--- src/rtl/serial_addsub.sv ---
// Bit-serial two's-complement adder/subtractor: one full-adder cell, LSB first, WIDTH+1 cycle latency.
// Define SERIAL_ADDSUB_SAT_EN to clamp overflowed results to the signed range instead of wrapping.
module serial_addsub #(
  parameter int WIDTH = 16
) (
  input  logic             clk,
  input  logic             rst,
  input  logic             start,
  input  logic             sub,
  input  logic [WIDTH-1:0] a,
  input  logic [WIDTH-1:0] b,
  output logic             busy,
  output logic             done,
  output logic [WIDTH-1:0] result,
  output logic             ovf,
  output logic             zero,
  output logic             neg
);

  localparam int CW = $clog2(WIDTH);

  typedef enum logic [1:0] {IDLE, SHIFT, DONE} state_t;

  state_t           state;
  logic [WIDTH-1:0] a_sr, b_sr, sum_sr;
  logic [CW-1:0]    cnt;
  logic             carry, c_in_msb, c_out_msb, a_msb;

  logic             fa_sum, fa_cout, ovf_w;
  logic [WIDTH-1:0] final_w;

  // Single full-adder cell shared by every bit position.
  always_comb begin
    fa_sum  = a_sr[0] ^ b_sr[0] ^ carry;
    fa_cout = (a_sr[0] & b_sr[0]) | (a_sr[0] & carry) | (b_sr[0] & carry);
  end

  always_comb begin
    ovf_w   = c_in_msb ^ c_out_msb;
    final_w = sum_sr;
`ifdef SERIAL_ADDSUB_SAT_EN
    if (ovf_w)
      final_w = a_msb ? {1'b1, {(WIDTH-1){1'b0}}} : {1'b0, {(WIDTH-1){1'b1}}};
`endif
  end

  // Status outputs are registered and trail the state by one edge, so done
  // rises exactly WIDTH+1 edges after the accepting edge with busy still high.
  always_ff @(posedge clk or posedge rst) begin
    if (rst) begin
      // NOTE: every register, datapath included, is cleared so an aborted
      // operation leaves no residue in the next one.
      state     <= IDLE;
      a_sr      <= '0;
      b_sr      <= '0;
      sum_sr    <= '0;
      cnt       <= '0;
      carry     <= 1'b0;
      c_in_msb  <= 1'b0;
      c_out_msb <= 1'b0;
      a_msb     <= 1'b0;
      busy      <= 1'b0;
      done      <= 1'b0;
      result    <= '0;
      ovf       <= 1'b0;
      zero      <= 1'b0;
      neg       <= 1'b0;
    end else begin
      done <= 1'b0;
      busy <= (state != IDLE);
      case (state)
        IDLE: begin
          if (start) begin
            // Subtraction is A + ~B + 1: invert B and preload the carry.
            a_sr  <= a;
            b_sr  <= b ^ {WIDTH{sub}};
            carry <= sub;
            a_msb <= a[WIDTH-1];
            cnt   <= '0;
            state <= SHIFT;
          end
        end
        SHIFT: begin
          a_sr   <= a_sr >> 1;
          b_sr   <= b_sr >> 1;
          sum_sr <= {fa_sum, sum_sr[WIDTH-1:1]};
          carry  <= fa_cout;
          cnt    <= cnt + CW'(1);
          if (cnt == CW'(WIDTH-1)) begin
            c_in_msb  <= carry;
            c_out_msb <= fa_cout;
            state     <= DONE;
          end
        end
        DONE: begin
          result <= final_w;
          ovf    <= ovf_w;
          zero   <= (final_w == '0);
          neg    <= final_w[WIDTH-1];
          done   <= 1'b1;
          state  <= IDLE;
        end
        default: state <= IDLE;
      endcase
    end
  end

endmodule

--- config.mk ---
export PLATFORM = sky130hd
export DESIGN_NAME = serial_addsub
export DESIGN_NICKNAME = d
export VERILOG_FILES = /design/src/rtl/serial_addsub.sv
export SDC_FILE = /design/constraint.sdc
export NUM_CORES = 1
export LEC_CHECK = 0
export ABC_AREA = 1
export CAP_MARGIN = 20
export CORE_ASPECT_RATIO = 1.25
export CORE_MARGIN = 1
export CORE_UTILIZATION = 33
export DETAILED_ROUTE_END_ITERATION = 12
export PLACE_DENSITY = 0.66
export SYNTH_ARGS = -nofsm -noshare
export SYNTH_HDL_FRONTEND = slang
export SYNTH_SLANG_ARGS = --single-unit
--- constraint.sdc ---
create_clock -name clk -period 3.45 [get_ports clk]
set_input_delay 0.8625 -clock clk [delete_from_list [all_inputs] [get_ports clk]]
set_output_delay 0.8625 -clock clk [all_outputs]
set_load 0.05 [all_outputs]
==> summary.txt, run 1 <==
Outcome
  • Status: finished clean

Cells and area
  • Area overhead of the layout relative to synthesis: 27.12%
  • Final net count: 470
  • Non-filler cells in the finished layout: 561
  • Antenna diodes: 0
  • Fraction of layout instances using a drive strength above 1: 0.06207
  • Core utilization of the finished layout: 0.4374

Clocking
  • Buffers inserted during post-CTS setup optimization: 0
  • Clock input transition at the sequential cells of the worst setup and hold paths: 0.06 ns
  • Clock Tree Buf Depth: 2
  • Number of sinks driven by the clock tree: 77
  • Number of buffers inserted during clock tree synthesis: 9
  • Clock root buffer master: sky130_fd_sc_hd__clkbuf_16
  • CTS tree: done
  • Hold-fix buffer count after cts: 0
  • Resized Gates After CTS: 0
  • H-tree depth: 3
  • Insertion delay to the later sink of the worst-skew pair: 0.33 ns

Flow run
  • Max-Cap Viols: 0

Synth
  • Synth top area share: 0.5738
  • Synthesis warning total: 0
  • Yosys top cell by area: sky130_fd_sc_hd__dfrtp_1
  • Post-synthesis instance total: 382
  • Leading cell types by total area after synthesis: sky130_fd_sc_hd__dfrtp_1 (57%), sky130_fd_sc_hd__nand2_1 (15%), sky130_fd_sc_hd__nand3_1 (7.6%), sky130_fd_sc_hd__o21ai_0 (5.2%), sky130_fd_sc_hd__xor2_1 (3.9%)
  • Number of distinct standard cells referenced by the synthesized netlist: 21
  • Average cell area after synthesis: 8.791 sq um
  • Sequential area share after synthesis: 0.5738
  • Post-synth net total: 420
  • Netlist Area Pre-Place: 0.003358 sq mm
  • Number of register bits inferred by synthesis: 77

Timing
  • Total negative setup slack: 0 ns
  • Max-slew headroom at the worst pin: 0.3836
  • Count of final hold-check violations: 0
  • Max Transition Viols Final: 0
  • Setup repair after global routing missed its margin: no
  • Final cycle utilization of the critical path: 0.6817
  • Crit path time final: 2.352 ns
  • Actual transition at the worst max-transition pin: 0.9217 ns
  • Final Setup Violations: 0
  • Clock tree skew after final layout: 0.007750 ns
  • Hold slack final: 0.4772 ns
  • Timing-limited maximum frequency: 425.2 MHz

GRT
  • Routing usage on met2: 0.2254
  • Routing usage on met3: 0.04034
  • Most congested layer reported by global routing: met2
  • Maximum number of pins on one net before global-route repair: 68
  • M1 GR Usage: 0.1700
  • Total global routing overflow: 0
  • All-layer global routing usage: 0.1361
  • Vias in the first global route: 2450
  • Global-route wire length before repair: 11370 um
  • Antenna violations before repair: 0

Drt
  • 1st-iter DRT viols: 112
  • Drt first pass iters: 6
  • Detailed Route WL: 6615 um
  • Antenna-violating nets left: 0
  • Number of vias per cell after detailed routing: 4.608
  • Post-route DRC violation count: 0
  • Detailed-route via count: 2585
  • Average wire per cell in the routed design: 11.79 um

Worst setup path
  • Largest stage delay, worst path: 0.81 ns
  • Critical Path Source Type: flip-flop
  • CP max stage cell: sky130_fd_sc_hd__clkdlybuf4s50_1
  • Highest net fanout along the worst path: 3
  • Critical path start-end classification: reg -> out
  • CP Capture Type: output port
  • Ordered list of cells on the worst path: clkdlybuf4s50_1
  • Worst EP arrival: 1.49 ns
  • Required time of the critical path: 2.59 ns
  • Family of cells with the greatest summed delay on the critical path: buffers and inverters
  • Buffers and inverters on the worst path: 1

Pwr
  • Final Total Pwr: 3.550 mW
  • Total leakage power: 2.001 nW
  • Power per standard cell area: 831.5 mW/mm^2
  • Peak supply drop: 0.3002 mV

Die
  • Num ports: 57
  • Effective utilization at floorplan: 0.3441
  • Die W: 92.23 um
  • Number of placement rows: 40
  • Die height: 114.8 um
  • Overall die area: 0.01059 sq mm
  • Standard cell core area: 0.009759 sq mm

Place
  • Half-perimeter wire length after placement: 4338 um
  • Routability-driven placement congestion ratio: 0.7616
  • DP Cell Count: 547
  • Count of input and output buffers: 56

Worst hold path
  • Worst min path class: reg -> reg
==> cells in the mapped netlist <==
master                     instances
sky130_fd_sc_hd__clkbuf_1          4
sky130_fd_sc_hd__nand2_2           1
sky130_fd_sc_hd__nor2_1           10
sky130_fd_sc_hd__a21oi_1           1
sky130_fd_sc_hd__nor2_2            2
sky130_fd_sc_hd__inv_1            21
sky130_fd_sc_hd__nand2_1         134
sky130_fd_sc_hd__fa_1              1
sky130_fd_sc_hd__inv_2             4
sky130_fd_sc_hd__nand4_1           1
sky130_fd_sc_hd__buf_4             7
sky130_fd_sc_hd__nand3_1          51
sky130_fd_sc_hd__xnor2_1           3
sky130_fd_sc_hd__ha_1              1
sky130_fd_sc_hd__o21ai_0          35
sky130_fd_sc_hd__o21ai_1           2
sky130_fd_sc_hd__buf_2            10
sky130_fd_sc_hd__o21a_1            1
sky130_fd_sc_hd__dfrtp_1          77
sky130_fd_sc_hd__xor2_1           15
sky130_fd_sc_hd__nor2_4            1
==> routing by layer <==
layer / routed length, um / share of wire / vias to the layer above
li1: - / - / 1302
met1: 2980 / 0.45 / 1212
met2: 3257 / 0.49 / 65
met3: 299 / 0.045 / 6
met4: 77 / 0.012 / 0
met5: 0 / 0 / -
==> kinds of logic (layout without fill, tap and decap cells) <==
| kind of cell | after synthesis | count (layout) | share of synthesized area |
|---|---|---|---|
| compound gates | 39 | 39 | 0.05887 |
| simple gates | 200 | 200 | 0.2478 |
| flops | 77 | 77 | 0.5738 |
| fa+ha+maj | 2 | 2 | 0.009687 |
| buf+inv | 46 | 99 | 0.06296 |
| xor+xnor | 18 | 18 | 0.04695 |
==> report_power, final <==
| group | internal, mW | total (mW) | switching [mW] |
|---|---|---|---|
| clock | 0.549 | 0.893 | 0.345 |
| sequential | 1.24 | 1.45 | 0.210 |
| combinational | 0.432 | 1.20 | 0.771 |
==> flip-flops by register name, indices dropped and copies added (netlist names), 2 cells and up <==
| name | cells |
|---|---|
| a_sr | 16 |
| final_w | 16 |
| state | 2 |
| b_sr | 16 |
| cnt | 4 |
| result | 16 |
==> layout make-up <==
type | instances | area (sq um)
flip-flops and latches | 77 | 1927
multi-input cells | 259 | 1220
well taps | 126 | 157.7
clock inverters | 5 | 53.80
clock buffers | 9 | 225.2
repair buffers | 60 | 590.6
fillers | 978 | 5490
inverters | 25 | 95.09
==> worst paths after layout <==
path	start	to	slack, ns	depth (start not counted)
max	result[15]	result[15]	1.10	1
min	a_sr[15]	a_sr[15]	0.48	2
max reg2reg	state[0]	result[6]	1.87	4
min reg2reg	a_sr[15]	a_sr[15]	0.48	2
max in group asynchronous	rst	b_sr[9]	1.73	3
min in group asynchronous	rst	result[1]	0.94	2
==> stage by stage <==
stage | instance area [sq um] | worst slack (ns)
after CTS | 4269 | 1.081
after floorplan | 3358 | 0.6208
after global routing | 4269 | 1.033
after detailed placement | 3990 | 1.016
after global placement | 3990 | 1.011
final | 4269 | 1.098
==> cells in the final DEF (no fill, tap or decap), types with 3 or more instances in the layout <==
| cell type | instances |
|---|---|
| sky130_fd_sc_hd__nand2_1 | 134 |
| sky130_fd_sc_hd__inv_2 | 4 |
| sky130_fd_sc_hd__clkdlybuf4s50_1 | 56 |
| sky130_fd_sc_hd__clkinv_2 | 4 |
| sky130_fd_sc_hd__nand3_1 | 51 |
| sky130_fd_sc_hd__inv_1 | 20 |
| sky130_fd_sc_hd__xnor2_1 | 3 |
| sky130_fd_sc_hd__clkbuf_16 | 9 |
| sky130_fd_sc_hd__xor2_1 | 15 |
| sky130_fd_sc_hd__o21ai_0 | 35 |
| sky130_fd_sc_hd__dfrtp_1 | 77 |
| sky130_fd_sc_hd__nor2_1 | 10 |
| sky130_fd_sc_hd__buf_4 | 4 |
==> worst register-to-register path, delay by kind of cell, from the launching register on <==
| kind | cells | cell delay (ns) |
|---|---|---|
| flops | 1 | 0.40 |
| buf+inv | 2 | 0.21 |
| simple gates | 1 | 0.65 |
| compound gates | 1 | 0.20 |
Power figures use the tool's default switching activity.
==> run 2: changes to the inputs <==
==> constraint.sdc (replaced) <==
create_clock -name clk -period 2.2 [get_ports clk]
set_input_delay 0.55 -clock clk [delete_from_list [all_inputs] [get_ports clk]]
set_output_delay 0.55 -clock clk [all_outputs]
set_load 0.05 [all_outputs]
==> summary.txt, run 2 (synthesized netlist as in run 1, its figures left out) <==
Clocking
  • H-tree depth: 3 (unchanged)
  • Insertion delay to the later sink of the worst-skew pair: 0.33 ns (about the same)
  • Clock Tree Buf Depth: 2 (unchanged)
  • Resized Gates After CTS: 0 (unchanged)
  • Number of buffers inserted during clock tree synthesis: 9 (unchanged)
  • Number of sinks driven by the clock tree: 77 (unchanged)
  • Clock input transition at the sequential cells of the worst setup and hold paths: 0.06 ns (about the same)
  • Buffers inserted during post-CTS setup optimization: 0 (unchanged)
  • CTS tree: done
  • Hold-fix buffer count after cts: 0 (unchanged)
  • Clock root buffer master: sky130_fd_sc_hd__clkbuf_16

Die
  • Die W: 92.23 um (unchanged)
  • Overall die area: 0.01059 sq mm (unchanged)
  • Die height: 114.8 um (unchanged)
  • Number of placement rows: 40 (unchanged)
  • Num ports: 57 (unchanged)
  • Standard cell core area: 0.009759 sq mm (unchanged)
  • Effective utilization at floorplan: 0.3441 (unchanged)

Timing
  • Final Setup Violations: 0 (unchanged)
  • Clock tree skew after final layout: 0.005851 ns (-0.001898 ns)
  • Max Transition Viols Final: 0 (unchanged)
  • Crit path time final: 2.056 ns
  • Timing-limited maximum frequency: 486.4 MHz
  • Final cycle utilization of the critical path: 0.9345
  • Total negative setup slack: 0 ns (unchanged)
  • Count of final hold-check violations: 0 (unchanged)
  • Actual transition at the worst max-transition pin: 0.6052 ns (-0.3166 ns)
  • Setup repair after global routing missed its margin: no
  • Max-slew headroom at the worst pin: 0.5966 (+0.2130)

Pwr
  • Peak supply drop: 0.5155 mV (+72%)
  • Final Total Pwr: 5.803 mW (+63%)
  • Power per standard cell area: 1322 mW/mm^2 (+59%)
  • Total leakage power: 2.051 nW (+2.5%)

Worst setup path
  • Family of cells with the greatest summed delay on the critical path: buffers and inverters
  • Highest net fanout along the worst path: 3 (unchanged)
  • Critical path start-end classification: reg -> out
  • Required time of the critical path: 1.65 ns (-0.94 ns)
  • Buffers and inverters on the worst path: 1 (unchanged)
  • Worst EP arrival: 1.51 ns (+0.02 ns)
  • Critical Path Source Type: flip-flop
  • Largest stage delay, worst path: 0.81 ns (about the same)
  • CP Capture Type: output port
  • CP max stage cell: sky130_fd_sc_hd__clkdlybuf4s50_1
  • Ordered list of cells on the worst path: clkdlybuf4s50_1

Cells and area
  • Most used cells in the layout excluding fill and tap cells: sky130_fd_sc_hd__nand2_1 (134), sky130_fd_sc_hd__dfrtp_1 (77), sky130_fd_sc_hd__clkdlybuf4s50_1 (56)
  • Final net count: 475 (+1.1%)
  • Fraction of layout instances using a drive strength above 1: 0.07692 (+0.01485)
  • Area overhead of the layout relative to synthesis: 30.70%
  • Antenna diodes: 0 (unchanged)
  • Fill cell instance count of the final layout: 945 (-3.4%)
  • Most common cell after layout, fill and taps aside: sky130_fd_sc_hd__nand2_1

Drt
  • Drt first pass iters: 4 (-2)
  • Average wire per cell in the routed design: 11.44 um (-3.0%)
  • Number of vias per cell after detailed routing: 4.537 (-1.5%)
  • Detailed-route via count: 2577 (-0.31%)
  • Post-route DRC violation count: 0 (unchanged)
  • 1st-iter DRT viols: 112 (unchanged)
  • Detailed Route WL: 6498 um (-1.8%)
  • Antenna-violating nets left: 0 (unchanged)

Outcome
  • Status: finished clean

GRT
  • Antenna violations before repair: 0 (unchanged)
  • Maximum number of pins on one net before global-route repair: 68 (unchanged)
  • All-layer global routing usage: 0.1326 (-0.003567)
  • Total global routing overflow: 0 (unchanged)
  • Global-route wire length before repair: 11230 um (-1.3%)
  • Vias in the first global route: 2560 (+4.5%)

Worst hold path
  • Worst min path class: reg -> reg

Place
  • Routability-driven placement congestion ratio: 0.7545 (-0.93%)
  • Half-perimeter wire length after placement: 4439 um (+2.3%)
  • Count of input and output buffers: 56 (unchanged)

Flow run
  • Max-Cap Viols: 0 (unchanged)
-- run 2: cell count changes in the layout (fill, tap and decap cells not counted) --
cell / previous run / this run
sky130_fd_sc_hd__inv_6: 0 / 1
sky130_fd_sc_hd__buf_4: 4 / 7
sky130_fd_sc_hd__clkinvlp_4: 0 / 2
sky130_fd_sc_hd__clkinv_2: 4 / 1
sky130_fd_sc_hd__clkbuf_8: 0 / 2
sky130_fd_sc_hd__bufinv_16: 1 / 2
sky130_fd_sc_hd__buf_12: 0 / 2
sky130_fd_sc_hd__clkinv_4: 1 / 0
-- run 2: metrics by stage --
step	setup WS, ns	util	hold WS [ns]	instances	area (sq um)
final	0.1441	0.4497	0.4814	568	4389
after global routing	0.1043	0.4497	0.5049	568	4389
after CTS	0.1253	0.4497	0.4758	568	4389
after detailed placement	0.4031	0.4155	0.4611	552	4055
after global placement	0.4181	0.4155	0.4550	552	4055
after floorplan	0.7462	-	0.4422	382	3362
-- run 2: area by class of cell --
| class | count | area (sq um) | share of cell area |
|---|---|---|---|
| Sequential cell | 77 | 1927 | 0.4390 |
| Multi-Input combinational cell | 259 | 1220 | 0.2779 |
| Timing Repair Buffer | 65 | 653.1 | 0.1488 |
| Clock buffer | 11 | 252.7 | 0.05758 |
| Tap cell | 126 | 157.7 | 0.03592 |
| Inverter | 25 | 97.59 | 0.02223 |
| Clock inverter | 5 | 81.33 | 0.01853 |
-- run 2: routing by layer --
metal / up-vias / GRT usage / share of wire / wire (um)
met3: 10 / 0.02183 / 0.028 / 182
met1: 1202 / 0.1648 / 0.48 / 3115
met4: 0 / 0.06042 / 0.019 / 124
met2: 48 / 0.2269 / 0.47 / 3075
li1: 1317 / - / - / -
met5: - / 0 / 0 / 0
-- run 2: where the power goes --
part           internal (mW)  switching [mW]
clock                   1.06           0.568
sequential              1.95           0.323
combinational          0.696            1.21
-- run 2: final timing paths --
| check | from | to | slack (ns) | cells past startpoint |
|---|---|---|---|---|
| worst min register to register | a_sr[7] | a_sr[7] | 0.48 | 2 |
| max in group asynchronous | rst | b_sr[5] | 1.08 | 3 |
| worst min-delay path | a_sr[7] | a_sr[7] | 0.48 | 2 |
| min in group asynchronous | rst | cnt[3] | 0.62 | 2 |
| worst max register to register | state[0] | a_sr[13] | 0.67 | 7 |
| worst max-delay path | result[15] | result[15] | 0.14 | 1 |
==> run 3: changes to the inputs <==
--- a/config.mk
+++ b/config.mk
@@ -11,7 +11,10 @@
 export CORE_MARGIN = 1
 export CORE_UTILIZATION = 33
 export DETAILED_ROUTE_END_ITERATION = 12
-export PLACE_DENSITY = 0.66
+export DONT_BUFFER_PORTS = 1
+export HOLD_SLACK_MARGIN = 0.06
+export PLACE_DENSITY = 0.59
+export SKIP_LAST_GASP = 1
 export SYNTH_ARGS = -nofsm -noshare
 export SYNTH_HDL_FRONTEND = slang
 export SYNTH_SLANG_ARGS = --single-unit
==> summary.txt, run 3 (synthesized netlist as in run 1, its figures left out) <==
Cells and area
  • Fraction of layout instances using a drive strength above 1: 0.07592 (-0.001007)
  • Antenna diodes: 0 (unchanged)
  • Final net count: 415 (-13%)
  • Area overhead of the layout relative to synthesis: 13.52%
  • Most used cells in the layout excluding fill and tap cells: sky130_fd_sc_hd__nand2_1 (134), sky130_fd_sc_hd__dfrtp_1 (77), sky130_fd_sc_hd__nand3_1 (51)
  • Non-Filler Cell Area, Final: 0.003812 sq mm (-13%)
  • Most common cell after layout, fill and taps aside: sky130_fd_sc_hd__nand2_1
  • Non-filler cells in the finished layout: 508 (-11%)

Clocking
  • Buffers inserted during post-CTS setup optimization: 0 (unchanged)
  • Clock input transition at the sequential cells of the worst setup and hold paths: 0.06 ns (about the same)
  • Hold-fix buffer count after cts: 0 (unchanged)
  • Resized Gates After CTS: 0 (unchanged)
  • Clock root buffer master: sky130_fd_sc_hd__clkbuf_16
  • H-tree depth: 3 (unchanged)
  • Number of buffers inserted during clock tree synthesis: 9 (unchanged)
  • Insertion delay to the later sink of the worst-skew pair: 0.32 ns (about the same)
  • CTS tree: done
  • Number of sinks driven by the clock tree: 77 (unchanged)
  • Clock Tree Buf Depth: 2 (unchanged)

Die
  • Die height: 114.8 um (unchanged)
  • Number of placement rows: 40 (unchanged)
  • Standard cell core area: 0.009759 sq mm (unchanged)
  • Effective utilization at floorplan: 0.3441 (unchanged)
  • Overall die area: 0.01059 sq mm (unchanged)
  • Num ports: 57 (unchanged)
  • Die W: 92.23 um (unchanged)

Worst setup path
  • Register-to-Register Path Depth: 6 (-1)
  • Worst reg2reg path startpoint: state[1]
  • Worst reg-to-reg setup slack: 0.63 ns (-0.04 ns)
  • Critical path start-end classification: reg -> reg
  • Critical R2R Capture: b_sr[15]
  • Critical Path Source Type: flip-flop
  • CP Capture Type: flip-flop
  • Worst EP arrival: 1.81 ns (+0.30 ns)
  • Highest net fanout along the worst path: 33 (+30)
  • Required time of the critical path: 2.45 ns (+0.80 ns)

Place
  • DP Cell Count: 492 (-11%)
  • Worst slack after detailed placement: 0.5732 ns (+0.1701 ns)
  • Count of input and output buffers: 0 (-100%)
  • Routability-driven placement congestion ratio: 0.6956 (-7.8%)
  • Half-perimeter wire length after placement: 4169 um (-6.1%)
  • Cell area reported after detailed placement: 0.003452 sq mm (-15%)

Drt
  • Detailed Route WL: 6506 um (+0.12%)
  • Drt first pass iters: 4 (unchanged)
  • Antenna-violating nets left: 0 (unchanged)
  • Detailed-route via count: 2410 (-6.5%)
  • Average wire per cell in the routed design: 12.81 um (+12%)
  • Number of vias per cell after detailed routing: 4.744 (+4.6%)
  • Post-route DRC violation count: 0 (unchanged)
  • 1st-iter DRT viols: 112 (unchanged)

Timing
  • Clock tree skew after final layout: 0.004594 ns (-0.001257 ns)
  • Final Setup Violations: 0 (unchanged)
  • Crit path time final: 1.568 ns (-0.4884 ns)
  • Actual transition at the worst max-transition pin: 0.7158 ns (+0.1106 ns)
  • Setup repair after global routing missed its margin: no
  • Worst-case setup margin in the final layout: 0.6324 ns (+0.4884 ns)
  • Final cycle utilization of the critical path: 0.7125 (-0.2220)
  • Total negative setup slack: 0 ns (unchanged)
  • Timing-limited maximum frequency: 637.9 MHz (+31%)
  • Count of final hold-check violations: 0 (unchanged)
  • Max Transition Viols Final: 0 (unchanged)
  • Max-slew headroom at the worst pin: 0.5216 (-0.07491)

Pwr
  • Final Total Pwr: 5.625 mW (-3.1%)
  • Power per standard cell area: 1475 mW/mm^2 (+12%)
  • Peak supply drop: 0.6473 mV (+26%)
  • Total leakage power: 1.829 nW (-11%)

GRT
  • Vias in the first global route: 2449 (-4.3%)
  • Total global routing overflow: 0 (unchanged)
  • All-layer global routing usage: 0.1369 (+0.004334)
  • Antenna violations before repair: 0 (unchanged)
  • Maximum number of pins on one net before global-route repair: 78 (+15%)
  • Global-route wire length before repair: 11380 um (+1.4%)

Outcome
  • Status: finished clean

Worst hold path
  • Worst min path class: in -> async

Flow run
  • Max-Cap Viols: 0 (unchanged)
==> run 3: cell types whose count changed in the layout (fill, tap and decap cells not counted), sizes merged <==
cell,before,now
inv,25,24
clkdlybuf4s50,56,0
buf,9,5
clkinvlp,2,1
clkbuf,11,13
clkinv,1,0
bufinv,2,3
==> run 3: worst max path at each step <==
stage / slack, ns / cells after the start / from / endpoint
final: 0.63 / 6 / state[1] / b_sr[15]
after detailed placement: 0.57 / 5 / start / b_sr[15]
after CTS: 0.59 / 6 / state[1] / b_sr[15]
after global placement: 0.66 / 5 / start / b_sr[15]
after global routing: 0.46 / 5 / state[0] / result[10]
after floorplan: 0.75 / 1 / result[15] / result[15]
==> run 3: report_power, final <==
| part | leakage, nW | switching (mW) | internal (mW) |
|---|---|---|---|
| sequential | 0.997 | 0.712 | 1.94 |
| clock | 0.176 | 0.535 | 1.20 |
| combinational | 0.656 | 0.781 | 0.453 |
| total | 1.83 | 2.03 | 3.60 |
==> run 3: routing by layer <==
layer | up-vias | GRT usage | part of all wire
met1 | 1147 | 0.1610 | 0.46
met3 | 8 | 0.05423 | 0.051
met2 | 62 | 0.2308 | 0.48
met4 | 0 | 0.04167 | 0.014
met5 | - | 0 | 0
li1 | 1193 | - | -
==> run 3: metrics by stage <==
| step | util | hold WS, ns |
|---|---|---|
| floorplan | - | 0.4422 |
| global placement | 0.3537 | 0.4584 |
| detailed placement | 0.3537 | 0.4634 |
| CTS | 0.3906 | 0.2342 |
| global route | 0.3906 | 0.2410 |
| finish | 0.3906 | 0.1943 |
==> run 3: area by class of cell <==
| type | instances | area, sq um |
|---|---|---|
| Inverter | 25 | 97.59 |
| Timing Repair Buffer | 5 | 50.05 |
| Tap cell | 126 | 157.7 |
| Clock buffer | 13 | 270.3 |
| Sequential cell | 77 | 1927 |
| Multi-Input combinational cell | 259 | 1220 |
| Fill cell | 994 | 5947 |
| Clock inverter | 3 | 90.09 |
==> run 3: critical path, stage by stage (launching register included) <==
cell and delay, ns:
sky130_fd_sc_hd__dfrtp_1 0.44, sky130_fd_sc_hd__inv_2 0.08, sky130_fd_sc_hd__nand2_2 0.21, sky130_fd_sc_hd__nor2_2 0.15, sky130_fd_sc_hd__buf_4 0.33, sky130_fd_sc_hd__inv_1 0.12, sky130_fd_sc_hd__o21ai_1 0.16
